## config.mk

```make
export PLATFORM = sky130hd
export DESIGN_NAME = vmicro16_bram_ctl
export DESIGN_NICKNAME = d
export VERILOG_FILES = /design/src/rtl/vmicro16_bram_ctl.sv
export SDC_FILE = /design/constraint.sdc
export NUM_CORES = 2
export LEC_CHECK = 0
export ABC_AREA = 1
export BUFFER_PORTS_ARGS = -buffer_cell sky130_fd_sc_hd__buf_2
export CAP_MARGIN = 5
export CORE_ASPECT_RATIO = 0.8
export CORE_UTILIZATION = 40
export DETAILED_ROUTE_END_ITERATION = 8
export HOLD_SLACK_MARGIN = 0.03
export PLACE_DENSITY = 0.55
export SLEW_MARGIN = 15
export SYNTH_ARGS = -nofsm -noshare
export SYNTH_HDL_FRONTEND = slang
export SYNTH_MEMORY_MAX_BITS = 65536
export SYNTH_SLANG_ARGS = --single-unit
```

## constraint.sdc

```tcl
create_clock -name clk -period 8.1 [get_ports clk]
set_clock_uncertainty 0.15 [all_clocks]
set_input_delay 0 -clock clk [delete_from_list [all_inputs] [get_ports clk]]
set_output_delay 0 -clock clk [all_outputs]
set_load 0.03 [all_outputs]
```

## src/rtl/vmicro16_bram_ctl.sv

```systemverilog
// Single-port synchronous block RAM with a valid/ready request port, fixed-latency
// in-order responses, selectable write mode and a post-reset clear sequencer.
module vmicro16_bram_ctl #(
  parameter int unsigned MEM_WIDTH      = 16,
  parameter int unsigned MEM_DEPTH      = 256,
  parameter int unsigned ADDR_WIDTH     = $clog2(MEM_DEPTH),
  parameter int unsigned READ_LATENCY   = 1,
  parameter int unsigned WRITE_MODE     = 0,
  parameter bit          CLEAR_ON_RESET = 1'b1
) (
  input  logic                  clk,
  input  logic                  reset,
  input  logic                  req_valid,
  output logic                  req_ready,
  input  logic                  req_we,
  input  logic [ADDR_WIDTH-1:0] req_addr,
  input  logic [MEM_WIDTH-1:0]  req_wdata,
  output logic                  rsp_valid,
  output logic [MEM_WIDTH-1:0]  rsp_rdata,
  output logic                  rsp_err,
  output logic                  busy
);

  localparam int unsigned AW1   = ADDR_WIDTH + 1;
  localparam int unsigned LAST  = READ_LATENCY - 1;
  localparam bit          WM_WF = (WRITE_MODE == 0);
  localparam bit          WM_NC = (WRITE_MODE == 2);

  typedef enum logic {ST_CLEAR, ST_RUN} state_e;

  state_e                state_q, state_d;
  logic [ADDR_WIDTH-1:0] clr_cnt_q, clr_cnt_d;
  logic                  ready_q, ready_d;
  logic                  busy_q, busy_d;

  logic [MEM_WIDTH-1:0]  mem [MEM_DEPTH];

  logic                  accept_c;
  logic                  in_range_c;
  logic                  hold_c;
  logic [MEM_WIDTH-1:0]  s0_data_c;

  logic                  v_q [READ_LATENCY];
  logic                  e_q [READ_LATENCY];
  logic                  h_q [READ_LATENCY];
  logic [MEM_WIDTH-1:0]  d_q [READ_LATENCY];

  // Clear sequencer: one zeroed cell per cycle, then run forever
  always_comb begin
    state_d   = state_q;
    clr_cnt_d = clr_cnt_q;
    if (state_q == ST_CLEAR) begin
      clr_cnt_d = clr_cnt_q + ADDR_WIDTH'(1);
      if (clr_cnt_q == ADDR_WIDTH'(MEM_DEPTH - 1)) begin
        state_d   = ST_RUN;
        clr_cnt_d = '0;
      end
    end
    ready_d = (state_d == ST_RUN);
    busy_d  = (state_d == ST_CLEAR);
  end

  always_ff @(posedge clk) begin
    if (!reset) begin
      state_q   <= CLEAR_ON_RESET ? ST_CLEAR : ST_RUN;
      clr_cnt_q <= '0;
      ready_q   <= 1'b0;
      busy_q    <= CLEAR_ON_RESET;
    end else begin
      state_q   <= state_d;
      clr_cnt_q <= clr_cnt_d;
      ready_q   <= ready_d;
      busy_q    <= busy_d;
    end
  end

  assign accept_c   = req_valid & ready_q;
  assign in_range_c = {1'b0, req_addr} < AW1'(MEM_DEPTH);
  assign hold_c     = req_we & WM_NC;

  // Stage-1 data: array contents (old value on READ_FIRST), or the new word on WRITE_FIRST
  always_comb begin
    s0_data_c = in_range_c ? mem[req_addr] : '0;
    if (req_we && WM_WF) s0_data_c = in_range_c ? req_wdata : '0;
  end

  // Array is left untouched while reset is held
  always_ff @(posedge clk) begin
    if (reset) begin
      if (state_q == ST_CLEAR) mem[clr_cnt_q] <= '0;
      else if (accept_c && req_we && in_range_c) mem[req_addr] <= req_wdata;
    end
  end

  // Response pipe; the last data stage skips NO_CHANGE writes so the old word is re-presented
  always_ff @(posedge clk) begin
    if (!reset) begin
      for (int k = 0; k < int'(READ_LATENCY); k++) begin
        v_q[k] <= 1'b0;
        e_q[k] <= 1'b0;
        h_q[k] <= 1'b0;
        d_q[k] <= '0;
      end
    end else begin
      v_q[0] <= accept_c;
      e_q[0] <= accept_c & ~in_range_c;
      h_q[0] <= accept_c & hold_c;
      if (accept_c && !(LAST == 0 && hold_c)) d_q[0] <= s0_data_c;
      for (int k = 1; k < int'(READ_LATENCY); k++) begin
        v_q[k] <= v_q[k-1];
        e_q[k] <= e_q[k-1];
        h_q[k] <= h_q[k-1];
        if (v_q[k-1] && !(k == int'(LAST) && h_q[k-1])) d_q[k] <= d_q[k-1];
      end
    end
  end

  assign req_ready = ready_q;
  assign busy      = busy_q;
  assign rsp_valid = v_q[LAST];
  assign rsp_err   = e_q[LAST];
  assign rsp_rdata = d_q[LAST];

endmodule

```

==> results.cfg <==
[final_layout]
syn_to_final_growth_pct = 12.1
final_cell_mix = nand2_1, edfxtp_1, nand3_1, clkbuf_16, buf_4
final_common_cell = nand2_1
nNetsFinal = 13900
multiInputGateArea_um2 = 38100
fin_area_um2 = 186000
final_cells = 19700
drive_above_1_share_pct = 7.43
nFillCells = 37500
register_area_um2 = 124000

[sta]
hold_viol = 0
max_freq_ghz = 0.215
post-route-period-util_pct = 57.4
setup_viol = 0
final_max_slew_viol_count = 0
setup_tns_ns = 0
period_needed_ns = 4.65
max-slew-margin-rel_pct = 6.26
rsz0062_at_grt = false
max_slew.worst_pin.slew_ns = 1.41

[pwr]
irDropWorstVdd_uv = 184
leakagePower_nw = 69.3
p_per_area_nw_per_um2 = 236
finalPower_mw = 43.9

[clock_network]
root_buffer = clkbuf_16
clk_path_buf_depth = 4
cts_tree = done
h-tree-depth = 5
clock-sinks = 4123
insertion_delay_ns = 1.01
numCtsBuffers = 415
clk_pin_slew_ns = 0.06

[grt]
grt_pass1_vias = 99400
grt.overflow.total = 0
grt_max_degree = 198
antenna_found_initial = 15
grt_usage_pct = 24.1
grt_pass1_wl_um = 740000

[setup_path]
regToRegSetupSlack_ns = 3.49
worstReg2RegStart = req_ready$_SDFF_PN0_
critPathMaxFanout = 18
crit_type = in2reg
crit_path_start_kind = input port
critPathArrivalTime_ns = 5.26
critical_path.startpoint = reset
cp.required_ns = 8.71
setup.worst_path.end_class = register
timing.reg2reg.worst_path_depth = 10
r2r_end = mem[121][8]$_DFFE_PP_

[die]
io_pins = 48
start_util_pct = 40.2
die_y_um = 578
core_area_um2 = 413000
fp.dieArea_um2 = 417000
num_rows = 211
chipWidth_um = 722

[detailed_routing]
route.detailed.drc = 0
drt-wirelength-per-cell_um = 26.2
firstDrtPassIters = 6
drt_iter0_markers = 14700
avgViaCountPerCell = 5.52
final_antenna_net_count = 0
drt-total-wl_um = 516000
vias = 109000

[placement]
place_inst = 18900
place_area_um2 = 173000
place.gp.congestion = 0.850
dp_hpwl_um = 276000
port_buffers = 46

[run_status]
status = finished, final reports clean

[hold_path]
whs_endpoint = d_q[0][2]$_SDFFCE_PN0P_
hp-class = in2reg
hold_depth = 5
hold_start = req_we

[synth]
synth.distinct_cells = 30
synth_fp_nets = 13900
netlist_instances = 13900
syn_avg_cell_area_um2 = 11.9
yosysWarnings = 0
synth-seq-area-share_pct = 74.5
netlist_area_um2 = 166000
ys_ff_latch = 4123

[run]
drv_cap = 0
[layer usage]
| layer | global-route usage, % | vias up | wire length [um] |
|---|---|---|---|
| met1 | 36.9 | 54200 | 230000 |
| met5 | 0.373 | - | 224 |
| met3 | 4.82 | 656 | 47700 |
| li1 | - | 49200 | - |
| met2 | 34.6 | 4743 | 222000 |
| met4 | 7.09 | 2 | 15500 |
[cell type report]
type                    count  area share [%]
clock inverters           238            1.10
flip-flops and latches   4123            66.5
clock buffers             511            5.81
multi-input cells        8778            20.5
diodes                      9          0.0121
repair buffers            452            2.17
well taps                5538            3.72
inverters                  64           0.212
[registers in the layout, indices dropped and copies added (netlist names)]
signal	count
busy	1
v_q	1
req_ready	1
d_q	16
clr_cnt_q	8
mem	4096
[logic make-up after synthesis]
logic type / count (synthesis) / synth area share, %
fa+ha+maj: 1 / 0.00754
other cells: 1 / 0.00226
xor+xnor: 2 / 0.0106
buf+inv: 1005 / 2.60
flops: 4123 / 74.5
compound gates: 18 / 0.0686
simple gates: 8756 / 22.8
[Yosys cell counts]
cell / instances / share of area, %
or2_2: 1 / 0.0038
nor2_2: 3 / 0.011
o21ai_0: 6 / 0.018
nand2_2: 3 / 0.011
a21oi_1: 3 / 0.0090
nand3_1: 3894 / 12
inv_1: 54 / 0.12
o21ai_1: 2 / 0.0060
clkinv_1: 1 / 0.0023
a211oi_1: 2 / 0.0090
a41oi_1: 1 / 0.0053
nand2_1: 4555 / 10
ha_1: 1 / 0.0075
nor3_1: 2 / 0.0060
buf_2: 421 / 1.3
edfxtp_1: 4112 / 74
buf_6: 1 / 0.0068
buf_1: 99 / 0.22
buf_4: 3 / 0.014
nor2_1: 294 / 0.66
xor2_1: 1 / 0.0053
clkbuf_1: 417 / 0.94
o21ai_2: 4 / 0.021
inv_2: 9 / 0.020
conb_1: 1 / 0.0023
nor2_4: 2 / 0.014
nor3_4: 1 / 0.0098
xnor2_1: 1 / 0.0053
nor3b_1: 1 / 0.0045
dfxtp_1: 11 / 0.13
[report_power, final]
group | total, mW | internal (mW) | leakage, nW | switching [mW]
clock network | 18.6 | 10.3 | 6.24 | 8.37
logic | 2.09 | 0.460 | 16.5 | 1.63
registers | 23.1 | 23.1 | 46.6 | 0.0103
[stage by stage]
step	utilization, %	setup WS [ns]	hold slack, ns
2_1_floorplan	-	2.96	-0.0143
3_3_place_gp	41.8	3.19	0.183
3_5_place_dp	41.8	3.56	0.187
4_1_cts	45.1	3.54	0.115
5_1_grt	45.1	3.24	0.134
6_report	45.1	3.45	0.173
[how the worst max path moves through the flow]
stage	to	slack (ns)	depth (start not counted)
floorplan	mem[0][10]$_DFFE_PP_	2.96	7
global placement	mem[211][3]$_DFFE_PP_	3.19	8
detailed placement	d_q[0][5]$_SDFFCE_PN0P_	3.56	15
CTS	mem[101][10]$_DFFE_PP_	3.54	8
global route	mem[121][8]$_DFFE_PP_	3.24	10
finish	mem[215][2]$_DFFE_PP_	3.45	12
[worst max-delay path: stages]
cell and delay [ns]:
dlygate4sd3_1 0.64, buf_2 0.18, dlygate4sd3_1 0.65, inv_2 0.17, nor2_4 0.06, nand2_2 0.26, inv_2 0.24, a21oi_1 0.34
clkinv_1 0.68, nand2_2 1.23, nor2_1 0.46, buf_4 0.33
[repair_timing]
action / CTS / global route
setup buffers: 0 / 0
hold buffers: 57 / 0
hold endpoints to repair: 1920 / 0
gates resized for setup: 0 / 0
No activity file was read; power rests on OpenSTA's default activity.
